**config.mk**
```make
export PLATFORM = sky130hd
export DESIGN_NAME = rf_scoreboard_arb
export DESIGN_NICKNAME = d
export VERILOG_FILES = /design/src/rtl/rf_scoreboard_arb_pkg.sv /design/src/rtl/rf_wb_buffer.sv /design/src/rtl/rf_scoreboard_arb.sv
export SDC_FILE = /design/constraint.sdc
export NUM_CORES = 1
export LEC_CHECK = 0
export CORE_MARGIN = 4
export CORE_UTILIZATION = 40
export DETAILED_ROUTE_END_ITERATION = 10
export MAX_ROUTING_LAYER = met4
export PLACE_DENSITY = 0.75
export SYNTH_ARGS = -nofsm -noshare
export SYNTH_HDL_FRONTEND = slang
export SYNTH_HIERARCHICAL = 1
export SYNTH_SLANG_ARGS = --single-unit
```
**constraint.sdc**
```tcl
create_clock -name clk -period 3 [get_ports clk]
set_input_delay 0.6 -clock clk [delete_from_list [all_inputs] [get_ports clk]]
set_output_delay 0.6 -clock clk [all_outputs]
set_load 0.02 [all_outputs]
```
**src/rtl/rf_scoreboard_arb_pkg.sv**
```systemverilog
// ---------------------------------------------------------------------------
// rf_scoreboard_arb_pkg
// Shared widths, defaults and the holding-buffer state type for the
// register-file scoreboard / write-port arbiter and its buffer sub-module.
// ---------------------------------------------------------------------------
package rf_scoreboard_arb_pkg;

    localparam int XLEN                 = 32;  // register data width
    localparam int NREG                 = 32;  // architectural registers
    localparam int RADDR_W              = 5;   // register address width
    localparam int STARVE_LIMIT_DEFAULT = 8;   // held cycles before starve
    localparam int STARVE_CNT_W         = 3;   // saturating starve counter

    // One-entry holding buffer for long-latency unit results.
    typedef enum logic {
        EMPTY = 1'b0,
        FULL  = 1'b1
    } buf_state_t;

endpackage

```
**src/rtl/rf_wb_buffer.sv**
```systemverilog
// ---------------------------------------------------------------------------
// rf_wb_buffer
// One-entry holding buffer for long-latency unit results plus the starve
// counter. The pipeline writeback always owns the register-file port; the
// buffer drains only in cycles with no writeback, and refuses new results
// only while it is FULL and cannot drain, so nothing is ever overwritten.
//
// Ports
//   clk, rst          core clock, asynchronous active-low reset
//   wb_valid          pipeline writeback present this cycle (blocks drain)
//   lu_valid/lu_rd/lu_data, lu_ready   long-unit result handshake
//   buf_full          buffer holds a result
//   buf_rd/buf_data   buffered result (meaningful only while buf_full)
//   starve            registered: buffered result has waited too long
// ---------------------------------------------------------------------------
module rf_wb_buffer
    import rf_scoreboard_arb_pkg::*;
#(
    parameter int STARVE_LIMIT = STARVE_LIMIT_DEFAULT
) (
    input  logic               clk,
    input  logic               rst,
    input  logic               wb_valid,
    input  logic               lu_valid,
    input  logic [RADDR_W-1:0] lu_rd,
    input  logic [XLEN-1:0]    lu_data,
    output logic               lu_ready,
    output logic               buf_full,
    output logic [RADDR_W-1:0] buf_rd,
    output logic [XLEN-1:0]    buf_data,
    output logic               starve
);

    localparam logic [31:0] STARVE_THRESH = 32'(STARVE_LIMIT - 1);

    buf_state_t              state_q, state_d;
    logic [STARVE_CNT_W-1:0] cnt_q, cnt_d;
    logic                    capture;
    logic                    drain;

    assign buf_full = (state_q == FULL);
    // A FULL buffer can still accept when it drains in the same cycle.
    assign lu_ready = !buf_full || !wb_valid;
    assign capture  = lu_valid && lu_ready;
    assign drain    = buf_full && !wb_valid;

    always_comb begin
        state_d = state_q;
        cnt_d   = cnt_q;
        if (capture) begin
            state_d = FULL;
        end else if (drain) begin
            state_d = EMPTY;
        end
        if (drain) begin
            cnt_d = '0;
        end else if (buf_full && (cnt_q != '1)) begin
            cnt_d = cnt_q + 3'd1;
        end
    end

    always_ff @(posedge clk or negedge rst) begin
        if (!rst) begin
            state_q <= EMPTY;
            cnt_q   <= '0;
            starve  <= 1'b0;
        end else begin
            state_q <= state_d;
            cnt_q   <= cnt_d;
            // Built from the next count so starve always agrees with the counter.
            starve  <= (32'(cnt_d) >= STARVE_THRESH);
        end
    end

    // NOTE: payload storage has no reset; its validity is carried entirely by
    // state_q, so resetting it would only cost reset routing.
    always_ff @(posedge clk) begin
        if (capture) begin
            buf_rd   <= lu_rd;
            buf_data <= lu_data;
        end
    end

endmodule

```
**src/rtl/rf_scoreboard_arb.sv**
```systemverilog
// ---------------------------------------------------------------------------
// rf_scoreboard_arb
// Register scoreboard and register-file write-port arbiter. Tracks one
// pending-write bit per register, stalls decode on any hazard against a
// pending write, and arbitrates the single write port between the pipeline
// writeback (priority) and a buffered long-latency unit result.
//
// Ports
//   clk, rst                                core clock, async active-low reset
//   issue_valid, issue_rd/rs1/rs2, issue_stall   decode issue and hazard stall
//   wb_valid, wb_rd, wb_data                pipeline writeback (never stalled)
//   lu_valid, lu_rd, lu_data, lu_ready      long-unit result handshake
//   rf_regwrite, rf_rd, rf_wdata            registered register-file write
//   busy                                    pending-write bit per register
//   starve                                  buffered result held too long
// ---------------------------------------------------------------------------
module rf_scoreboard_arb
    import rf_scoreboard_arb_pkg::*;
#(
    parameter int STARVE_LIMIT = STARVE_LIMIT_DEFAULT
) (
    input  logic               clk,
    input  logic               rst,
    input  logic               issue_valid,
    input  logic [RADDR_W-1:0] issue_rd,
    input  logic [RADDR_W-1:0] issue_rs1,
    input  logic [RADDR_W-1:0] issue_rs2,
    output logic               issue_stall,
    input  logic               wb_valid,
    input  logic [RADDR_W-1:0] wb_rd,
    input  logic [XLEN-1:0]    wb_data,
    input  logic               lu_valid,
    input  logic [RADDR_W-1:0] lu_rd,
    input  logic [XLEN-1:0]    lu_data,
    output logic               lu_ready,
    output logic               rf_regwrite,
    output logic [RADDR_W-1:0] rf_rd,
    output logic [XLEN-1:0]    rf_wdata,
    output logic [NREG-1:0]    busy,
    output logic               starve
);

    logic               buf_full;
    logic [RADDR_W-1:0] buf_rd;
    logic [XLEN-1:0]    buf_data;
    logic               sel_valid;
    logic [RADDR_W-1:0] sel_rd;
    logic [XLEN-1:0]    sel_data;
    logic               sel_write;
    logic               issue_accept;
    logic [NREG-1:0]    set_mask;
    logic [NREG-1:0]    clr_mask;
    logic [NREG-1:0]    busy_d;

    rf_wb_buffer #(
        .STARVE_LIMIT (STARVE_LIMIT)
    ) u_buffer (
        .clk      (clk),
        .rst      (rst),
        .wb_valid (wb_valid),
        .lu_valid (lu_valid),
        .lu_rd    (lu_rd),
        .lu_data  (lu_data),
        .lu_ready (lu_ready),
        .buf_full (buf_full),
        .buf_rd   (buf_rd),
        .buf_data (buf_data),
        .starve   (starve)
    );

    // Registered busy only: a write completing this cycle does not release
    // the stall until the following cycle.
    assign issue_stall  = issue_valid && (busy[issue_rs1] || busy[issue_rs2] || busy[issue_rd]);
    assign issue_accept = issue_valid && !issue_stall;

    always_comb begin
        // NOTE: every output gets a default first so no path leaves one
        // unassigned, which would otherwise infer a latch.
        sel_valid = 1'b0;
        sel_rd    = '0;
        sel_data  = '0;
        if (wb_valid) begin
            sel_valid = 1'b1;
            sel_rd    = wb_rd;
            sel_data  = wb_data;
        end else if (buf_full) begin
            sel_valid = 1'b1;
            sel_rd    = buf_rd;
            sel_data  = buf_data;
        end
    end

    // x0 writes still consume their slot (a buffered x0 drains) but never
    // reach the register file or the scoreboard.
    assign sel_write = sel_valid && (sel_rd != '0);

    always_comb begin
        set_mask = '0;
        clr_mask = '0;
        if (sel_write) begin
            clr_mask[sel_rd] = 1'b1;
        end
        if (issue_accept && (issue_rd != '0)) begin
            set_mask[issue_rd] = 1'b1;
        end
        // Set is applied after clear so a new issue wins over a completing write.
        busy_d    = (busy & ~clr_mask) | set_mask;
        busy_d[0] = 1'b0;
    end

    // NOTE: state is updated with non-blocking assignments so every flop
    // samples pre-edge values regardless of statement order.
    always_ff @(posedge clk or negedge rst) begin
        if (!rst) begin
            busy        <= '0;
            rf_regwrite <= 1'b0;
            rf_rd       <= '0;
            rf_wdata    <= '0;
        end else begin
            busy        <= busy_d;
            rf_regwrite <= sel_write;
            if (sel_write) begin
                rf_rd    <= sel_rd;
                rf_wdata <= sel_data;
            end
        end
    end

endmodule

```
==> metrics.md <==
| Metric | Value |
|---|---|
| Fmax | 341 MHz |
| Fin nets | 753 |
| RePlAce Congestion | roughly 0.94 |
| Antenna diode count | 0 |
| Max cap viols | 0 |
| CTS Sinks | 111 |
| #FFs+latches synth | 111 |
| Leakage | a little over 3 nW |
| Final Cycle Share | 97.9% |
| Final setup fails | 0 |
| Syn nets | 558 |
| Power per cell area | 562 nW/µm² |
| First-pass GRT wire length | 26,200 µm |
| Fin. Hold Viols | 0 |
| Crit path launch type | flop |
| Fill cells | 1,067 |
| Crit. End Element | primary output |
| Clock Pin Slew Worst Setup and Hold Paths | around 0.080 ns |
| Global route overflow | 0 |
| Chip Width | ~120 µm |
| Slew Limit Headroom | 36.0% |
| Critical path depth in cells | 6 |
| Peak supply drop | ~360 µV |
| Post-Synthesis Cells | 462 |
| Iter 0 DRT Violations | between 300 and 400 |
| Commonest cells after routing, fill and taps aside | clkdlybuf4s50_1 (152), dfrtp_1 (74), o21ai_0 (63) |
| Wire length per cell | 20.4 µm |
| Vias/cell | 5.83 |
| Area growth syn-to-layout | 45.1% |
| Placed insts | 814 |
| H-tree Lvls | 3 |
| Power after layout | 4.36 mW |
| CP max FO | 5 |
| Number of nets still failing antenna checks after routing | 0 |
| Root buf cell | clkbuf_16 |
| Setup crit start | busy[13] |
| Post-layout util | around three fifths |
| CP arrival | 2.34 ns |
| DRT Pass-1 Iters | 5 |
| Initial antenna violation count | 0 |
| Yosys warnings | 6 |
| CP max-delay cell | mux4_2 |
| Synthesized area | 5340 µm² |
| Buf/Inv on CP | 1 |
| CTS tree | yes |
| Layout Skew | about 0.01 ns |
| Unique masters post-synth | just over 50 |
| Beginning of the worst register-to-register path | busy[7] |
| Detailed Route WL | 17,000 µm |
| Critical path cell sequence | mux4_2 > o2111ai_1 > nand4_1 > a311o_1 > o21a_1 > buf_4 |
| Largest stage delay on the critical path | between 0.5 and 0.6 ns |
| Setup TNS | 0 ns |
| Worst-skew pair later-pin latency | 0.35 ns |
| Crit path time final | 2.94 ns |
| Kind of cell adding the most delay to the critical path | compound AO/OA/AOI/OAI gates |
| Most common cell after layout, fill and taps aside | clkdlybuf4s50_1 |
| Crit path kind | flop to primary output |
| Share of layout cells above drive strength 1 | approximately 16% |
| Worst Tran Pin Value | 0.960 ns |
| Die H | 124 µm |
| Status | finished clean |
| Total GRT Usage | 23.2% |
| R2R depth | 9 |
| Vias in the first global route | 5,045 |
| Ports | about 170 |
| CTS max path bufs | 2 |
| Mapped Avg Cell Area | 11.6 µm² |
| Final cell count without fillers | 834 |
| Core area | 12,800 µm² |
| Largest net degree at the start of global routing | 75 |
| Residual DRC count | 0 |
| DR vias | 4,861 |
| Slew Viols, Final | 0 |
| Initial core utilization | a little over two fifths |
| Worst reg-to-reg setup slack | 0.48 ns |
| Post-DP HPWL | 12,600 µm |
| Core Rows | 41 |
| TritonCTS Buffers | 9 |
| Worst hold path type | input pin to async pin |
| Sequential share of the synthesized area | 55.5% |
| Worst path required time | around 2.4 ns |
| Buffers added on ports | 165 |
| Die area | 15,300 µm² |
==> worst paths after layout <==
kind,end
setup reg to reg,busy[6]
max in group asynchronous,busy[11]
hold reg to reg,rf_wdata[22]
hold / removal,rf_wdata[14]
min in group clk,rf_wdata[22]
setup / recovery,issue_stall
==> registers in the layout, indices dropped and copies added, names as in the netlist <==
signal / count
rf_wdata: 32
u_buffer/buf_data: 32
busy: 31
rf_rd: 5
u_buffer/buf_rd: 5
u_buffer/cnt_q: 3
rf_regwrite: 1
u_buffer/buf_full: 1
u_buffer/starve: 1
==> cell usage after synthesis, drive strengths merged <==
master    n  area share (%)
a2111oi   1            0.16
o211ai    3            0.42
a311oi    1            0.28
conb      1           0.070
buf      18             2.1
o21ai    63             5.9
o22a      1            0.16
a22oi    41             5.8
nor3      3            0.28
clkbuf   17             1.2
mux2i    28             5.2
inv       8            0.56
nand2    48             3.4
mux2      2            0.42
o41ai    31             5.4
ha        2            0.47
nor2      8            0.56
a22o      3            0.49
or3       2            0.23
a221oi    1            0.16
a311o     1            0.19
o22ai     6            0.70
nand2b    5            0.63
a31oi     1            0.12
nand4     1            0.12
nor4      1            0.12
dfrtp    74              35
nor3b     2            0.28
xnor2     1            0.16
nor2b     7            0.96
mux4      8             3.4
o21a      1            0.14
a211oi    1            0.23
edfxtp   37              21
nand3b    6            0.84
nand3    15             1.4
a21bo     1            0.19
a21o      1            0.14
or4       1            0.14
or3b      3            0.49
or2       1            0.12
and2      1            0.12
a2bb2oi   1            0.16
o2111ai   4            0.66
==> per-stage QoR <==
stage	hold slack, ns	worst slack (ns)	cell area, µm²
after global routing	0.482	-0.00305	7750
after CTS	0.454	0.000489	7750
after detailed placement	0.469	-0.736	7440
after floorplan	0.304	0.0724	5340
final	0.396	0.0633	7750
after global placement	0.460	-0.704	7440
==> metal layers <==
metal | vias up | routed length (µm) | part of all wire [%] | global-route usage [%]
met5 | - | 0 | 0 | -
met2 | 270 | 8010 | 47 | 36.2
met4 | 0 | 268 | 1.6 | 7.34
met1 | 2395 | 6860 | 40 | 28.8
met3 | 21 | 1900 | 11 | 7.41
li1 | 2175 | - | - | -
==> kinds of logic (layout without fill, tap and decap cells) <==
family | Yosys count | count (layout) | synth area share [%]
buf+inv | 43 | 243 | 3.84
compound gates | 162 | 162 | 21.3
simple gates | 104 | 104 | 9.68
other cells | 1 | 1 | 0.0702
xor+xnor | 1 | 1 | 0.164
flops | 111 | 111 | 55.5
fa+ha+maj | 2 | 2 | 0.469
mux | 38 | 38 | 9.04
==> final cells by class <==
| cell class | instances | area (µm²) | area share, % |
|---|---|---|---|
| inverters | 8 | 30.0 | 0.388 |
| flip-flops and latches | 111 | 2960 | 38.2 |
| repair buffers | 219 | 2040 | 26.3 |
| clock inverters | 7 | 71.3 | 0.921 |
| clock buffers | 9 | 225 | 2.91 |
| multi-input cells | 308 | 2210 | 28.5 |
| well taps | 172 | 215 | 2.78 |
==> power breakdown <==
part           total [mW]  switching (mW)  internal, mW
Sequential           1.89           0.150          1.74
Clock                1.21           0.561         0.649
Combinational        1.26           0.644         0.613
==> what timing repair did <==
action / 4_1_cts / 5_1_grt
hold buffers: 0 / 0
pin swaps: 3 / 4
gates resized for setup: 22 / 24
buffers inserted: 2 / 2
endpoints found under the setup margin: 1 / 1
Note: power is estimated with default switching activity, not from simulation.
